**src/rtl/wb_trace_buffer.sv**
```systemverilog
// wb_trace_buffer: in-order trace queue for architectural write events.
// GRF writebacks (W stage) and DM stores (M stage) are pushed in the same
// cycle if needed, with the GRF event treated as older. A host drains the
// queue through a valid/ready port. Events that do not fit are dropped and
// counted.
module wb_trace_buffer #(
  parameter int DEPTH = 16,
  parameter int PTR_W = 4
) (
  input  logic        clk,
  input  logic        reset,
  input  logic        grf_we,
  input  logic [31:0] grf_pc,
  input  logic [4:0]  grf_addr,
  input  logic [31:0] grf_data,
  input  logic        dm_we,
  input  logic [31:0] dm_pc,
  input  logic [31:0] dm_addr,
  input  logic [31:0] dm_data,
  output logic        out_valid,
  input  logic        out_ready,
  output logic        out_type,
  output logic [31:0] out_pc,
  output logic [31:0] out_addr,
  output logic [31:0] out_data,
  output logic        overflow,
  output logic [15:0] drop_cnt,
  output logic [31:0] ev_cnt
);

  typedef struct packed {
    logic        kind;
    logic [31:0] pc;
    logic [31:0] addr;
    logic [31:0] data;
  } entry_t;

  entry_t mem [DEPTH];

  logic [PTR_W-1:0] wrPtr;
  logic [PTR_W-1:0] rdPtr;
  logic [PTR_W:0]   count;
  logic [PTR_W+1:0] free;

  logic       gReq;
  logic       dReq;
  logic       pop;
  logic       accG;
  logic       accD;
  logic [1:0] nAcc;
  logic [1:0] nReq;
  logic [1:0] nDrop;
  logic [16:0] dropSum;

  entry_t grfEntry;
  entry_t dmEntry;
  entry_t head;

  assign gReq = grf_we & (grf_addr != 5'd0);
  assign dReq = dm_we;
  assign pop  = out_valid & out_ready;

  // A pop in the same cycle frees a slot for this cycle's pushes.
  assign free = (PTR_W+2)'(DEPTH) - {1'b0, count} + {{(PTR_W+1){1'b0}}, pop};

  // Decide which requested events fit; the older GRF event wins a single slot.
  always_comb begin
    accG = 1'b0;
    accD = 1'b0;
    if (free >= (PTR_W+2)'(2)) begin
      accG = gReq;
      accD = dReq;
    end else if (free == (PTR_W+2)'(1)) begin
      accG = gReq;
      accD = dReq & ~gReq;
    end
  end

  assign nAcc    = {1'b0, accG} + {1'b0, accD};
  assign nReq    = {1'b0, gReq} + {1'b0, dReq};
  assign nDrop   = nReq - nAcc;
  assign dropSum = {1'b0, drop_cnt} + {15'd0, nDrop};

  assign grfEntry = '{kind: 1'b0, pc: grf_pc, addr: {27'd0, grf_addr}, data: grf_data};
  assign dmEntry  = '{kind: 1'b1, pc: dm_pc, addr: dm_addr, data: dm_data};

  // Storage is never cleared; the DM event lands just after a same-cycle GRF event.
  always_ff @(posedge clk) begin
    if (!reset) begin
      if (accG) mem[wrPtr] <= grfEntry;
      if (accD) mem[wrPtr + PTR_W'(accG)] <= dmEntry;
    end
  end

  // Pointer, occupancy and statistics bookkeeping.
  always_ff @(posedge clk) begin
    if (reset) begin
      wrPtr    <= '0;
      rdPtr    <= '0;
      count    <= '0;
      overflow <= 1'b0;
      drop_cnt <= 16'd0;
      ev_cnt   <= 32'd0;
    end else begin
      wrPtr  <= wrPtr + PTR_W'(nAcc);
      rdPtr  <= rdPtr + PTR_W'(pop);
      count  <= count + (PTR_W+1)'(nAcc) - (PTR_W+1)'(pop);
      ev_cnt <= ev_cnt + 32'(nAcc);
      if (nDrop != 2'd0) begin
        overflow <= 1'b1;
        drop_cnt <= dropSum[16] ? 16'hFFFF : dropSum[15:0];
      end
    end
  end

  assign head      = mem[rdPtr];
  assign out_valid = (count != '0);
  assign out_type  = head.kind;
  assign out_pc    = head.pc;
  assign out_addr  = head.addr;
  assign out_data  = head.data;

endmodule

```
**config.mk**
```make
export PLATFORM = sky130hd
export DESIGN_NAME = wb_trace_buffer
export DESIGN_NICKNAME = d
export VERILOG_FILES = /design/src/rtl/wb_trace_buffer.sv
export SDC_FILE = /design/constraint.sdc
export NUM_CORES = 2
export LEC_CHECK = 0
export CAP_MARGIN = 5
export CORE_MARGIN = 5
export CORE_UTILIZATION = 44
export CTS_CLUSTER_DIAMETER = 40
export DETAILED_ROUTE_END_ITERATION = 12
export DONT_BUFFER_PORTS = 1
export HOLD_SLACK_MARGIN = 0.02
export SLEW_MARGIN = 10
export SYNTH_ARGS = -nofsm -noshare
export SYNTH_HDL_FRONTEND = slang
export SYNTH_SLANG_ARGS = --single-unit
```
**constraint.sdc**
```tcl
create_clock -name clk -period 11.3 [get_ports clk]
set_input_delay 2.26 -clock clk [delete_from_list [all_inputs] [get_ports clk]]
set_output_delay 2.26 -clock clk [all_outputs]
set_load 0.1 [all_outputs]
```
# Word-level counts from Yosys, hierarchy flattened
# Memory sizes are Yosys's and may differ from the RTL's. A register that Yosys moved wholly into a read port is not among the register bits.
# Cells that the tools add are included.
[word_totals]
output_inout_bits = 147
ff_bits = 62
in_bits = 170
memories = 1
wordCells = 40
ram_bits = 1552
[classes]
n_bitwise = 4
n_lt_le_gt_ge = 1
n_eq_ne = 1
n_mux = 12
n_reduce_logical = 3
addsub = 12
[memory_table]
columns = ["memory", "words", "word_bits", "read_ports", "rd_ports_with_merged_regs", "wr", "line", "source"]
rows = [
  ["mem", 16, 97, 1, 1, 2, "38", "entry_t mem [DEPTH];"],
]
[op_table]
columns = ["cell", "n"]
rows = [
  ["adder 32 x 2 -> 32 bit", 1],
  ["adder 16 x 2 -> 17 bit", 1],
  ["2-to-1 mux 16 bit", 1],
  ["2-to-1 mux 1 bit", 10],
  ["nonzero test 5 bit", 2],
  ["adder 4 x 1 -> 4 bit", 2],
  ["adder 6 x 1 -> 6 bit", 1],
  ["== test 6 x 1 -> 1 bit (second input constant)", 1],
  [">= comparator 6 x 2 -> 1 bit (second input constant)", 1],
  ["subtractor 5 x 5 -> 6 bit (first input constant)", 1],
  ["adder 5 x 2 -> 5 bit", 1],
  ["subtractor 5 x 1 -> 5 bit", 1],
  ["adder 1 x 1 -> 2 bit", 2],
  ["adder 4 x 2 -> 4 bit", 1],
  ["2-to-1 mux 4 bit", 1],
  ["AND 1 bit", 3],
  ["nonzero test 2 bit", 1],
  ["subtractor 2 bit", 1],
  ["inverter 1 bit", 1],
]

# Logic depth before layout (Yosys ltp)
[depth]
ltp_word = 10
mapped_depth = 26

# Worst setup path before layout
# OpenSTA, ideal clock, no wires.
[synth_path]
path_type = "input to register"
start = "in out_ready"
end = "mem mem[12][0] (netlist name), enable pin"
slack_ns = -0.171
t_arrival_ns = 10.788
setup_ns = 0.683
stages = 10
path_cell_list = "nand2_1 -> ha_1 -> inv_1 -> ha_1 -> nor3b_1 -> mux2i_1 -> a311oi_1 -> clkbuf_1 -> nand2_1 -> o21ai_0"
[synth_rtl]
columns = ["element", "line", "source"]
rows = [
  ["start, declared", "21", "input logic out_ready,"],
  ["end, declared", "38", ""],
]

==> flow_summary.json <==
{
  "status": "completed",
  "fmax_ghz": 0.122,
  "ctsResizeCount": 0,
  "die_x_um": 454,
  "hold_slack_ns": 0.452,
  "clock-sinks": 1614,
  "arrival_ns": 8.76,
  "yosysTopAreaCell": "edfxtp_1",
  "worstPathRequired_ns": 11.84,
  "hpwl_mm": 159,
  "syn_inst": 6174,
  "io_buffers": 0,
  "worst_slack_ns": 3.07,
  "start_util": 0.441,
  "slew_headroom": 0.122,
  "nets": 6025,
  "ctsHoldBuffers": 0,
  "clk_pin_slew_worst_paths_ns": 0.05,
  "wl_met2_mm": 139,
  "drive_gt1_frac": 0.298,
  "worst_pin_slew_ns": 1.32,
  "ys_ff_latch": 1614,
  "grt_usage": 0.286,
  "leakagePower_uw": 0.0345,
  "insertion_delay_ns": 0.93,
  "core_sq_um": 197000,
  "setup-violations-final": 0,
  "drcViolationCount": 0,
  "met3_length_mm": 35.9,
  "synth_most_common_cell": "edfxtp_1",
  "dr.max_layer_used": "met4",
  "syn_area_per_cell_sq_um": 14.0,
  "cts_setup_buffers": 0,
  "rsz0062_at_grt": "false",
  "clk_path_buf_depth": 4,
  "grt_pass1_wl_mm": 430,
  "drt-initial-drc-count": 7874,
  "fin_skew_ns": 0.0710,
  "fin_util": 0.496,
  "critPathKind": "flip-flop to flip-flop",
  "synth_commonest_cells": "1536 x edfxtp_1, 709 x nor3_1, 485 x mux4_2",
  "regArea_sq_um": 47700,
  "cp-end-kind": "flip-flop",
  "antenna_found_initial": 7,
  "gp_congestion": 0.797,
  "yosys_most_used_dff": "edfxtp_1",
  "crit_fanout": 52,
  "syn_nets": 6371,
  "hp-class": "flip-flop to flip-flop",
  "syn-cell-area_sq_um": 86700,
  "dp_slack_ns": 2.64,
  "drtAntennaViolNets": 0,
  "wl_mm": 301,
  "first_pass_iters": 6,
  "synth_top_area_share": 0.532,
  "synthTopCellsByArea": "edfxtp_1 53%, mux4_2 13%, mux2_4 6.5%",
  "finalCritPeriodShare": 0.728,
  "cap_violations": 0,
  "avgViaCountPerCell": 6.75,
  "grt_max_degree": 203,
  "synthArstFlopShare": 0,
  "yosysSeqAreaShare": 0.550,
  "drv_slew": 0,
  "die_h_um": 454,
  "cp-start-kind": "flip-flop",
  "yosys_warnings": 0,
  "cts-root-buf": "clkbuf_16",
  "fin_crit_ns": 8.23,
  "die-area_sq_um": 206000,
  "gr-total-overflow": 0,
  "power_density_nw_per_um2": 233,
  "syn_to_final_growth_pct": 12.5,
  "cts_tree": "yes",
  "power_uw": 22800,
  "hold_viol": 0,
  "grt_pass1_vias": 59117,
  "wl_met1_mm": 109,
  "vdd_drop_max_mv": 0.175,
  "wl_per_cell_um": 34.6,
  "vias": 58671,
  "cts_buffers": 293,
  "io_pins": 317,
  "n_fill_cell": 16512,
  "htreeDepth": 5,
  "ys_types": 64,
  "row_count": 163,
  "synth_edf_count": 1536,
  "multiInputGateArea_sq_um": 35600
}
final cells by class:
type	count	area share
antenna	6	0.000154
clock buffer	328	0.0781
clock inverter	181	0.0215
inverter	32	0.00123
multi-input combinational	3769	0.365
sequential	1614	0.489
tap	2640	0.0338
timing repair buffer	118	0.0113
where the power goes:
group | internal [uW] | total (uW) | switching (uW) | leakage, uW
Clock | 5730 | 8840 | 3110 | 0.00465
Sequential | 7020 | 7240 | 217 | 0.0168
Combinational | 1600 | 6680 | 5080 | 0.0131
worst max-delay path, stage by stage, from the launching register on:
cell and delay (ns):
dfxtp_1 0.32, inv_1 0.10, ha_1 0.18, or4b_2 0.95
nand2_1 0.25, ha_1 0.20, inv_1 0.05, ha_1 0.20
xnor2_1 0.14, nor4_2 0.59, a31oi_1 0.45, ha_1 0.38
ha_1 0.37, nand3b_1 0.21, nor2_1 0.39, and2_4 0.72
and2_4 0.79, nand2b_4 0.98, buf_12 0.46
path summary, 6_finish.rpt:
| check | start | to | slack [ns] | depth (start not counted) |
|---|---|---|---|---|
| setup / recovery | count[3] | mem[3][40] | 3.07 | 18 |
| hold / removal | mem[14][96] | mem[14][96] | 0.45 | 2 |
| setup reg to reg | count[3] | mem[3][40] | 3.07 | 18 |
| hold reg to reg | mem[14][96] | mem[14][96] | 0.45 | 2 |
layer usage:
metal / global-route usage / vias to the layer above
met5: 0 / -
met4: 0.136 / 0
met3: 0.0825 / 841
met2: 0.448 / 4098
met1: 0.367 / 29888
li1: - / 23844
flip-flops by register name, indices dropped and copies added (netlist names):
name      cells
mem        1552
ev_cnt       32
drop_cnt     16
count         5
rdPtr         4
wrPtr         4
overflow      1
through the flow:
stage	area, sq um	cells	TNS [ns]
final	97600	8688	0
after global routing	97600	8683	0
after CTS	97600	8682	0
after detailed placement	87900	8173	0
after global placement	87900	8173	0
after floorplan	86700	6174	-32.87
layout by cell type, fill, tap and decap left out, drive strengths merged, types with 22 or more instances in the layout:
| cell | n |
|---|---|
| nor3 | 710 |
| clkinvlp | 36 |
| nand2 | 307 |
| buf | 118 |
| mux4 | 485 |
| xnor2 | 31 |
| dfxtp | 78 |
| and2 | 281 |
| o41ai | 278 |
| nor2 | 51 |
| o31ai | 140 |
| inv | 61 |
| nand3 | 451 |
| clkinv | 78 |
| bufinv | 38 |
| edfxtp | 1536 |
| mux2 | 691 |
| ha | 22 |
| clkbuf | 328 |
| and3 | 177 |
logic make-up after synthesis:
family / count (synthesis) / synth area share
compound gates: 480 / 0.0452
flops: 1614 / 0.550
mux: 1179 / 0.232
fa+ha+maj: 27 / 0.00433
simple gates: 2038 / 0.122
xor+xnor: 45 / 0.00454
buf+inv: 791 / 0.0423
Power figures use the tool's default switching activity.
